File: src/rtl/cpu_ctrl_pkg.sv
// Shared definitions for the hard-wired control unit: opcodes, ALU function
// codes, step states and instruction classes.
package cpu_ctrl_pkg;

    localparam int OPW_C  = 5;
    localparam int ALUW_C = 4;

    localparam logic [OPW_C-1:0] OP_LD   = 5'b00000;
    localparam logic [OPW_C-1:0] OP_ST   = 5'b00010;
    localparam logic [OPW_C-1:0] OP_ADD  = 5'b00011;
    localparam logic [OPW_C-1:0] OP_SUB  = 5'b00100;
    localparam logic [OPW_C-1:0] OP_AND  = 5'b00101;
    localparam logic [OPW_C-1:0] OP_OR   = 5'b00110;
    localparam logic [OPW_C-1:0] OP_SHR  = 5'b00111;
    localparam logic [OPW_C-1:0] OP_SHL  = 5'b01000;
    localparam logic [OPW_C-1:0] OP_ADDI = 5'b01100;
    localparam logic [OPW_C-1:0] OP_ANDI = 5'b01101;
    localparam logic [OPW_C-1:0] OP_ORI  = 5'b01110;
    localparam logic [OPW_C-1:0] OP_NOP  = 5'b11000;
    localparam logic [OPW_C-1:0] OP_HALT = 5'b11001;

    localparam logic [ALUW_C-1:0] ALU_NOP = 4'd0;
    localparam logic [ALUW_C-1:0] ALU_ADD = 4'd1;
    localparam logic [ALUW_C-1:0] ALU_SUB = 4'd2;
    localparam logic [ALUW_C-1:0] ALU_AND = 4'd3;
    localparam logic [ALUW_C-1:0] ALU_OR  = 4'd4;
    localparam logic [ALUW_C-1:0] ALU_SHR = 4'd5;
    localparam logic [ALUW_C-1:0] ALU_SHL = 4'd6;
    localparam logic [ALUW_C-1:0] ALU_INC = 4'd7;

    typedef enum logic [3:0] {
        S_IDLE = 4'd0,
        S_T0   = 4'd1,
        S_T1   = 4'd2,
        S_T2   = 4'd3,
        S_T3   = 4'd4,
        S_T4   = 4'd5,
        S_T5   = 4'd6,
        S_T6   = 4'd7,
        S_T7   = 4'd8,
        S_HALT = 4'd9
    } step_t;

    typedef enum logic [2:0] {
        CLS_R,
        CLS_I,
        CLS_LD,
        CLS_ST,
        CLS_NOP,
        CLS_HALT,
        CLS_ILL
    } op_class_t;

endpackage

File: src/rtl/ctrl_op_class.sv
// Combinational opcode decode: instruction class plus the ALU function the
// execute step should request for R-type and I-type instructions.
module ctrl_op_class
    import cpu_ctrl_pkg::*;
(
    input  logic [OPW_C-1:0]  ir_op,
    output op_class_t         op_class,
    output logic [ALUW_C-1:0] alu_op
);

    always_comb begin
        op_class = CLS_ILL;
        alu_op   = ALU_NOP;
        case (ir_op)
            OP_ADD:  begin op_class = CLS_R;    alu_op = ALU_ADD; end
            OP_SUB:  begin op_class = CLS_R;    alu_op = ALU_SUB; end
            OP_AND:  begin op_class = CLS_R;    alu_op = ALU_AND; end
            OP_OR:   begin op_class = CLS_R;    alu_op = ALU_OR;  end
            OP_SHR:  begin op_class = CLS_R;    alu_op = ALU_SHR; end
            OP_SHL:  begin op_class = CLS_R;    alu_op = ALU_SHL; end
            OP_ADDI: begin op_class = CLS_I;    alu_op = ALU_ADD; end
            OP_ANDI: begin op_class = CLS_I;    alu_op = ALU_AND; end
            OP_ORI:  begin op_class = CLS_I;    alu_op = ALU_OR;  end
            OP_LD:   begin op_class = CLS_LD;   alu_op = ALU_ADD; end
            OP_ST:   begin op_class = CLS_ST;   alu_op = ALU_ADD; end
            OP_NOP:  op_class = CLS_NOP;
            OP_HALT: op_class = CLS_HALT;
            default: op_class = CLS_ILL;
        endcase
    end

endmodule

File: src/rtl/ctrl_step_sequencer.sv
// Hard-wired step sequencer: fetch (T0..T2) then class-specific execute steps,
// with memory handshake waits in T1 (fetch read), T6 (ld read) and T7 (st write).
module ctrl_step_sequencer
    import cpu_ctrl_pkg::*;
#(
    parameter int OPW  = OPW_C,
    parameter int ALUW = ALUW_C
) (
    input  logic            clock,
    input  logic            clear,
    input  logic            start,
    input  logic            mem_ack,
    input  logic [OPW-1:0]  ir_op,
    output logic            pc_out,
    output logic            mar_in,
    output logic            inc_pc,
    output logic            z_in,
    output logic            zlow_out,
    output logic            pc_in,
    output logic            mdr_in,
    output logic            mdr_out,
    output logic            ir_in,
    output logic            y_in,
    output logic            c_out,
    output logic            read,
    output logic            write,
    output logic            gra,
    output logic            grb,
    output logic            grc,
    output logic            rin,
    output logic            rout,
    output logic            baout,
    output logic [ALUW-1:0] alu_op,
    output logic            run,
    output logic            illegal,
    output logic [3:0]      step
);

    step_t              state_reg;
    step_t              state_next;
    logic               illegal_reg;
    op_class_t          op_class;
    logic [ALUW_C-1:0]  class_alu;

    ctrl_op_class u_op_class (
        .ir_op    (ir_op),
        .op_class (op_class),
        .alu_op   (class_alu)
    );

    always_comb begin
        state_next = state_reg;
        case (state_reg)
            S_IDLE: if (start) state_next = S_T0;
            S_T0:   state_next = S_T1;
            S_T1:   if (mem_ack) state_next = S_T2;
            S_T2:   state_next = S_T3;
            S_T3: begin
                case (op_class)
                    CLS_R, CLS_I, CLS_LD, CLS_ST: state_next = S_T4;
                    CLS_HALT:                     state_next = S_HALT;
                    default:                      state_next = S_T0;
                endcase
            end
            S_T4:   state_next = S_T5;
            S_T5:   state_next = (op_class == CLS_LD || op_class == CLS_ST) ? S_T6 : S_T0;
            S_T6: begin
                if (op_class == CLS_ST || mem_ack) state_next = S_T7;
            end
            S_T7: begin
                if (op_class != CLS_ST || mem_ack) state_next = S_T0;
            end
            S_HALT: state_next = S_HALT;
            default: state_next = S_IDLE;
        endcase
    end

    always_ff @(posedge clock or negedge clear) begin
        if (!clear) begin
            state_reg   <= S_IDLE;
            illegal_reg <= 1'b0;
        end else begin
            state_reg <= state_next;
            if (state_reg == S_T3 && op_class == CLS_ILL)
                illegal_reg <= 1'b1;
        end
    end

    // Strobes come only from the state register and the (registered) IR field,
    // so they change cleanly at step boundaries; clear drops them at once.
    always_comb begin
        pc_out   = 1'b0;
        mar_in   = 1'b0;
        inc_pc   = 1'b0;
        z_in     = 1'b0;
        zlow_out = 1'b0;
        pc_in    = 1'b0;
        mdr_in   = 1'b0;
        mdr_out  = 1'b0;
        ir_in    = 1'b0;
        y_in     = 1'b0;
        c_out    = 1'b0;
        read     = 1'b0;
        write    = 1'b0;
        gra      = 1'b0;
        grb      = 1'b0;
        grc      = 1'b0;
        rin      = 1'b0;
        rout     = 1'b0;
        baout    = 1'b0;
        alu_op   = ALU_NOP;
        case (state_reg)
            S_T0: begin
                pc_out = 1'b1; mar_in = 1'b1; inc_pc = 1'b1; z_in = 1'b1;
                alu_op = ALU_INC;
            end
            S_T1: begin
                zlow_out = 1'b1; pc_in = 1'b1; read = 1'b1; mdr_in = 1'b1;
            end
            S_T2: begin
                mdr_out = 1'b1; ir_in = 1'b1;
            end
            S_T3: begin
                case (op_class)
                    CLS_R, CLS_I:   begin grb = 1'b1; rout = 1'b1;  y_in = 1'b1; end
                    CLS_LD, CLS_ST: begin grb = 1'b1; baout = 1'b1; y_in = 1'b1; end
                    default: ;
                endcase
            end
            S_T4: begin
                case (op_class)
                    CLS_R: begin
                        grc = 1'b1; rout = 1'b1; z_in = 1'b1; alu_op = class_alu;
                    end
                    CLS_I, CLS_LD, CLS_ST: begin
                        c_out = 1'b1; z_in = 1'b1; alu_op = class_alu;
                    end
                    default: ;
                endcase
            end
            S_T5: begin
                case (op_class)
                    CLS_R, CLS_I:   begin zlow_out = 1'b1; gra = 1'b1; rin = 1'b1; end
                    CLS_LD, CLS_ST: begin zlow_out = 1'b1; mar_in = 1'b1; end
                    default: ;
                endcase
            end
            S_T6: begin
                case (op_class)
                    CLS_LD:  begin read = 1'b1; mdr_in = 1'b1; end
                    CLS_ST:  begin gra = 1'b1; rout = 1'b1; mdr_in = 1'b1; end
                    default: ;
                endcase
            end
            S_T7: begin
                case (op_class)
                    CLS_LD:  begin mdr_out = 1'b1; gra = 1'b1; rin = 1'b1; end
                    CLS_ST:  write = 1'b1;
                    default: ;
                endcase
            end
            default: ;
        endcase
    end

    assign run     = (state_reg != S_IDLE) && (state_reg != S_HALT);
    assign illegal = illegal_reg;
    assign step    = state_reg;

endmodule
File: config.mk
export PLATFORM = sky130hd
export DESIGN_NAME = ctrl_step_sequencer
export DESIGN_NICKNAME = d
export VERILOG_FILES = /design/src/rtl/cpu_ctrl_pkg.sv /design/src/rtl/ctrl_op_class.sv /design/src/rtl/ctrl_step_sequencer.sv
export SDC_FILE = /design/constraint.sdc
export NUM_CORES = 1
export LEC_CHECK = 0
export ABC_AREA = 1
export BUFFER_PORTS_ARGS = -buffer_cell sky130_fd_sc_hd__buf_4
export CAP_MARGIN = 15
export CORE_ASPECT_RATIO = 1.25
export CORE_MARGIN = 3
export CORE_UTILIZATION = 45
export CTS_BUF_LIST = sky130_fd_sc_hd__clkbuf_4 sky130_fd_sc_hd__clkbuf_8 sky130_fd_sc_hd__clkbuf_16
export DETAILED_ROUTE_END_ITERATION = 7
export PLACE_DENSITY_LB_ADDON = 0.3
export SKIP_LAST_GASP = 1
export SLEW_MARGIN = 20
export SYNTH_ARGS = -nofsm -noshare
export SYNTH_HDL_FRONTEND = slang
export SYNTH_HIERARCHICAL = 1
export SYNTH_SLANG_ARGS = --single-unit
File: constraint.sdc
create_clock -name clock -period 3.54 [get_ports clock]
set_input_delay 0 -clock clock [delete_from_list [all_inputs] [get_ports clock]]
set_output_delay 0 -clock clock [all_outputs]
set_load 0.02 [all_outputs]
==> run_results.csv <==
group,metric,value,unit
die,core_region_area,1580,µm²
worst_setup_path,reg2reg_slack,2130,ps
worst_setup_path,path_buf_inv,2,
cts,cts-resized-gates,0,
cells_and_area,multiInputGateArea,543,µm²
pwr,peakVddDrop,501,µV
cts,clk_pin_slew,40,ps
global_route,grtUsageMet2,0.358,
cts,clock_path_buffers,2,
worst_setup_path,worstReg2RegStart,"step[0]",
cts,cts_num_sinks,5,
die,die-area,2250,µm²
synthesis,synth_area,769,µm²
worst_setup_path,end_kind,"primary output",
sta,fin_crit,1730,ps
worst_setup_path,cp.required,3540,ps
synthesis,syn-num-nets,141,
sta,relSlewSlack,0.645,
global_route,grt_pass1_wl,3.62,mm
cells_and_area,fin_area,1080,µm²
global_route,grt_antenna_before_repair,0,
synthesis,synth_top_area_share,0.163,
pwr,power_density,717,nW/µm²
worst_setup_path,arrival,1730,ps
cells_and_area,area_growth,40.3,%
worst_setup_path,worstSetupPathType,"register to primary output",
cts,cts_max_level,1,
synthesis,avgSynthCellArea,5.83,µm²
drt,vias,1006,
cells_and_area,final_nets,180,
die,die_y,52.2,µm
cts,clockRootBuffer,"clkbuf_4",
cells_and_area,diodes,0,
cts,cts_hold_buf,1,
worst_setup_path,crit_fanout,7,
die,core.rowCount,16,
worst_setup_path,critPathMaxStageDelay,460,ps
sta,hold_viol_final,0,
worst_hold_path,holdPathEnd,"step[3]",
global_route,grt_busiest_layer,"met2",
drt,drtPass1Iterations,4,
die,io_pins,38,
pwr,switching_share,0.545,
synthesis,ys_ff_latch,5,
sta,setup_viol,0,
worst_setup_path,cp-start-kind,"register",
worst_setup_path,worstRegToRegCells,5,
global_route,grt-ovfl-total,0,
cts,cts_made_buffers,3,
pwr,internal-power,0.352,mW
sta,fmax,579,MHz
synthesis,yosys_warnings,6,
cells_and_area,nFillCells,142,
drt,drtIter0Drc,26,
pwr,power_frac_seq,0.153,
cells_and_area,fin_util,0.683,
synthesis,ys_seq_area_frac,0.163,
synthesis,synthCells,132,
worst_setup_path,rr_endpoint,"step[2]",
global_route,grt_use_total,0.199,
cells_and_area,drive_gt1_frac,0.376,
synthesis,synth.area.top_cells,"dfrtp_1 16%, nand2_1 15%, nand3_1 9.1%",
global_route,grt_pass1_vias,939,
pwr,leakage,0.643,nW
global_route,use_met3,0.0172,
sta,rsz0062_at_grt,"false",
pwr,combinationalPowerShare,0.754,
drt,ant_nets,0,
sta,maxSlewViolCount,0,
place,dpl_worst_slack,2020,ps
place,place_area,1040,µm²
die,start_util,0.487,
place,place_congestion,0.956,
drt,vias_per_cell,5.35,
worst_setup_path,slowest_stage,"dfrtp_1",
global_route,grt_start_max_net_pins,9,
sta,timing.hold.ws,83.5,ps
sta,clock_skew,2.14,ps
synthesis,synth.distinct_cells,23,
pwr,p_switching,0.423,mW
sta,worst_slack,1810,ps
cells_and_area,regArea,125,µm²
place,io_buffers,36,
cts,insertion_delay,240,ps
worst_setup_path,path_cells,"nor2_2 > inv_2 > nor3_1 > a21oi_1 > nand2_1 > buf_4",
synthesis,synth_top_area_cell,"dfrtp_1",
worst_setup_path,critPathTopFamily,"simple AND/OR/NAND/NOR gates",
drt,drc,0,
worst_hold_path,worstHoldPathCells,4,
sta,setup_tns,0,ps
drt,routed_wl,2.15,mm
cts,cts_setup_buffers,0,
pwr,power.share.clock,0.093,
worst_hold_path,min_path_type,"primary input to register",
die,die_w,43.0,µm
worst_hold_path,worstHoldStart,"mem_ack",
sta,worstMarginPinSlew,529,ps
flow_run,cap_violations,0,
drt,wl_per_cell,11.4,µm
place,dp_hpwl,1.83,mm
cells_and_area,largest_register_ffs,4,
outcome,outcome,"complete, no violations",
global_route,met1_usage,0.248,
sta,period_share,0.488,
cts,cts_tree,"done",
[tightest hold or removal path: cells and delay by family]
family                 cells  cell delay (ps)
and+or+nand+nor            3              190
buffers and inverters      1               80
[cell type report]
cell class,instances,area share
tap,18,0.0209
inverter,21,0.0730
timing repair buffer,37,0.260
clock buffer,4,0.0278
multi-input combinational,103,0.503
sequential,5,0.116
[per-stage QoR]
step                instances  power (mW)
global route              188       0.838
floorplan                 132       0.489
detailed placement        183       0.702
global placement          183       0.694
finish                    188       0.775
CTS                       188       0.775
[power by group through the flow]
| stage | Clock (mW) | Combinational, mW | Sequential, mW |
|---|---|---|---|
| final | 0.0719 | 0.584 | 0.119 |
| after detailed placement | 0 | 0.584 | 0.118 |
| after CTS | 0.0717 | 0.586 | 0.117 |
| after global routing | 0.0765 | 0.638 | 0.124 |
| after global placement | 0 | 0.576 | 0.118 |
| after floorplan | 0 | 0.350 | 0.140 |
[synthesized netlist by cell type, drive strengths merged]
cell and instances:
nand2 35, inv 21, nor2 21, nand3 19
a21oi 5, dfrtp 5, nand4 5, nor3 4
buf 3, o21a 3, o21bai 3, nor4 2
o21ai 2, and2 1, conb 1, o211ai 1
or2 1
[cell usage in the layout (no fill, tap or decap), drive strengths merged]
| cell | netlist | layout |
|---|---|---|
| conb | 1 | 1 |
| nand2 | 35 | 35 |
| nor4 | 2 | 2 |
| and2 | 1 | 1 |
| o21a | 3 | 3 |
| dfrtp | 5 | 5 |
| nor2 | 21 | 21 |
| inv | 21 | 21 |
| clkbuf | 0 | 4 |
| nand4 | 5 | 5 |
| dlygate4sd3 | 0 | 1 |
| buf | 3 | 36 |
| nor3 | 4 | 4 |
| a21oi | 5 | 5 |
| o211ai | 1 | 1 |
| o21ai | 2 | 2 |
| or2 | 1 | 1 |
| nand3 | 19 | 19 |
| o21bai | 3 | 3 |
[kinds of logic (layout without fill, tap and decap cells)]
logic type	count (synthesis)	count (layout)	synth area share
flops	5	5	0.163
buf+inv	24	62	0.132
compound gates	14	14	0.130
other cells	1	1	0.00487
simple gates	88	88	0.571
[metal layers]
layer / vias to the layer above / wire (µm)
met5: - / 0
met4: 0 / 16
met3: 2 / 131
met2: 38 / 1110
met1: 458 / 889
li1: 508 / -
[worst max path at each step]
stage	start	endpoint	slack [ps]	cells after the start
2_1_floorplan	step[0]	rout	1850	5
6_report	step[0]	rout	1810	6
4_1_cts	step[0]	rout	1870	6
5_1_grt	step[0]	rout	1710	6
3_5_place_dp	ir_op[1]	step[0]	2020	14
3_3_place_gp	ir_op[1]	rout	2060	9
Power figures use the tool's default switching activity.
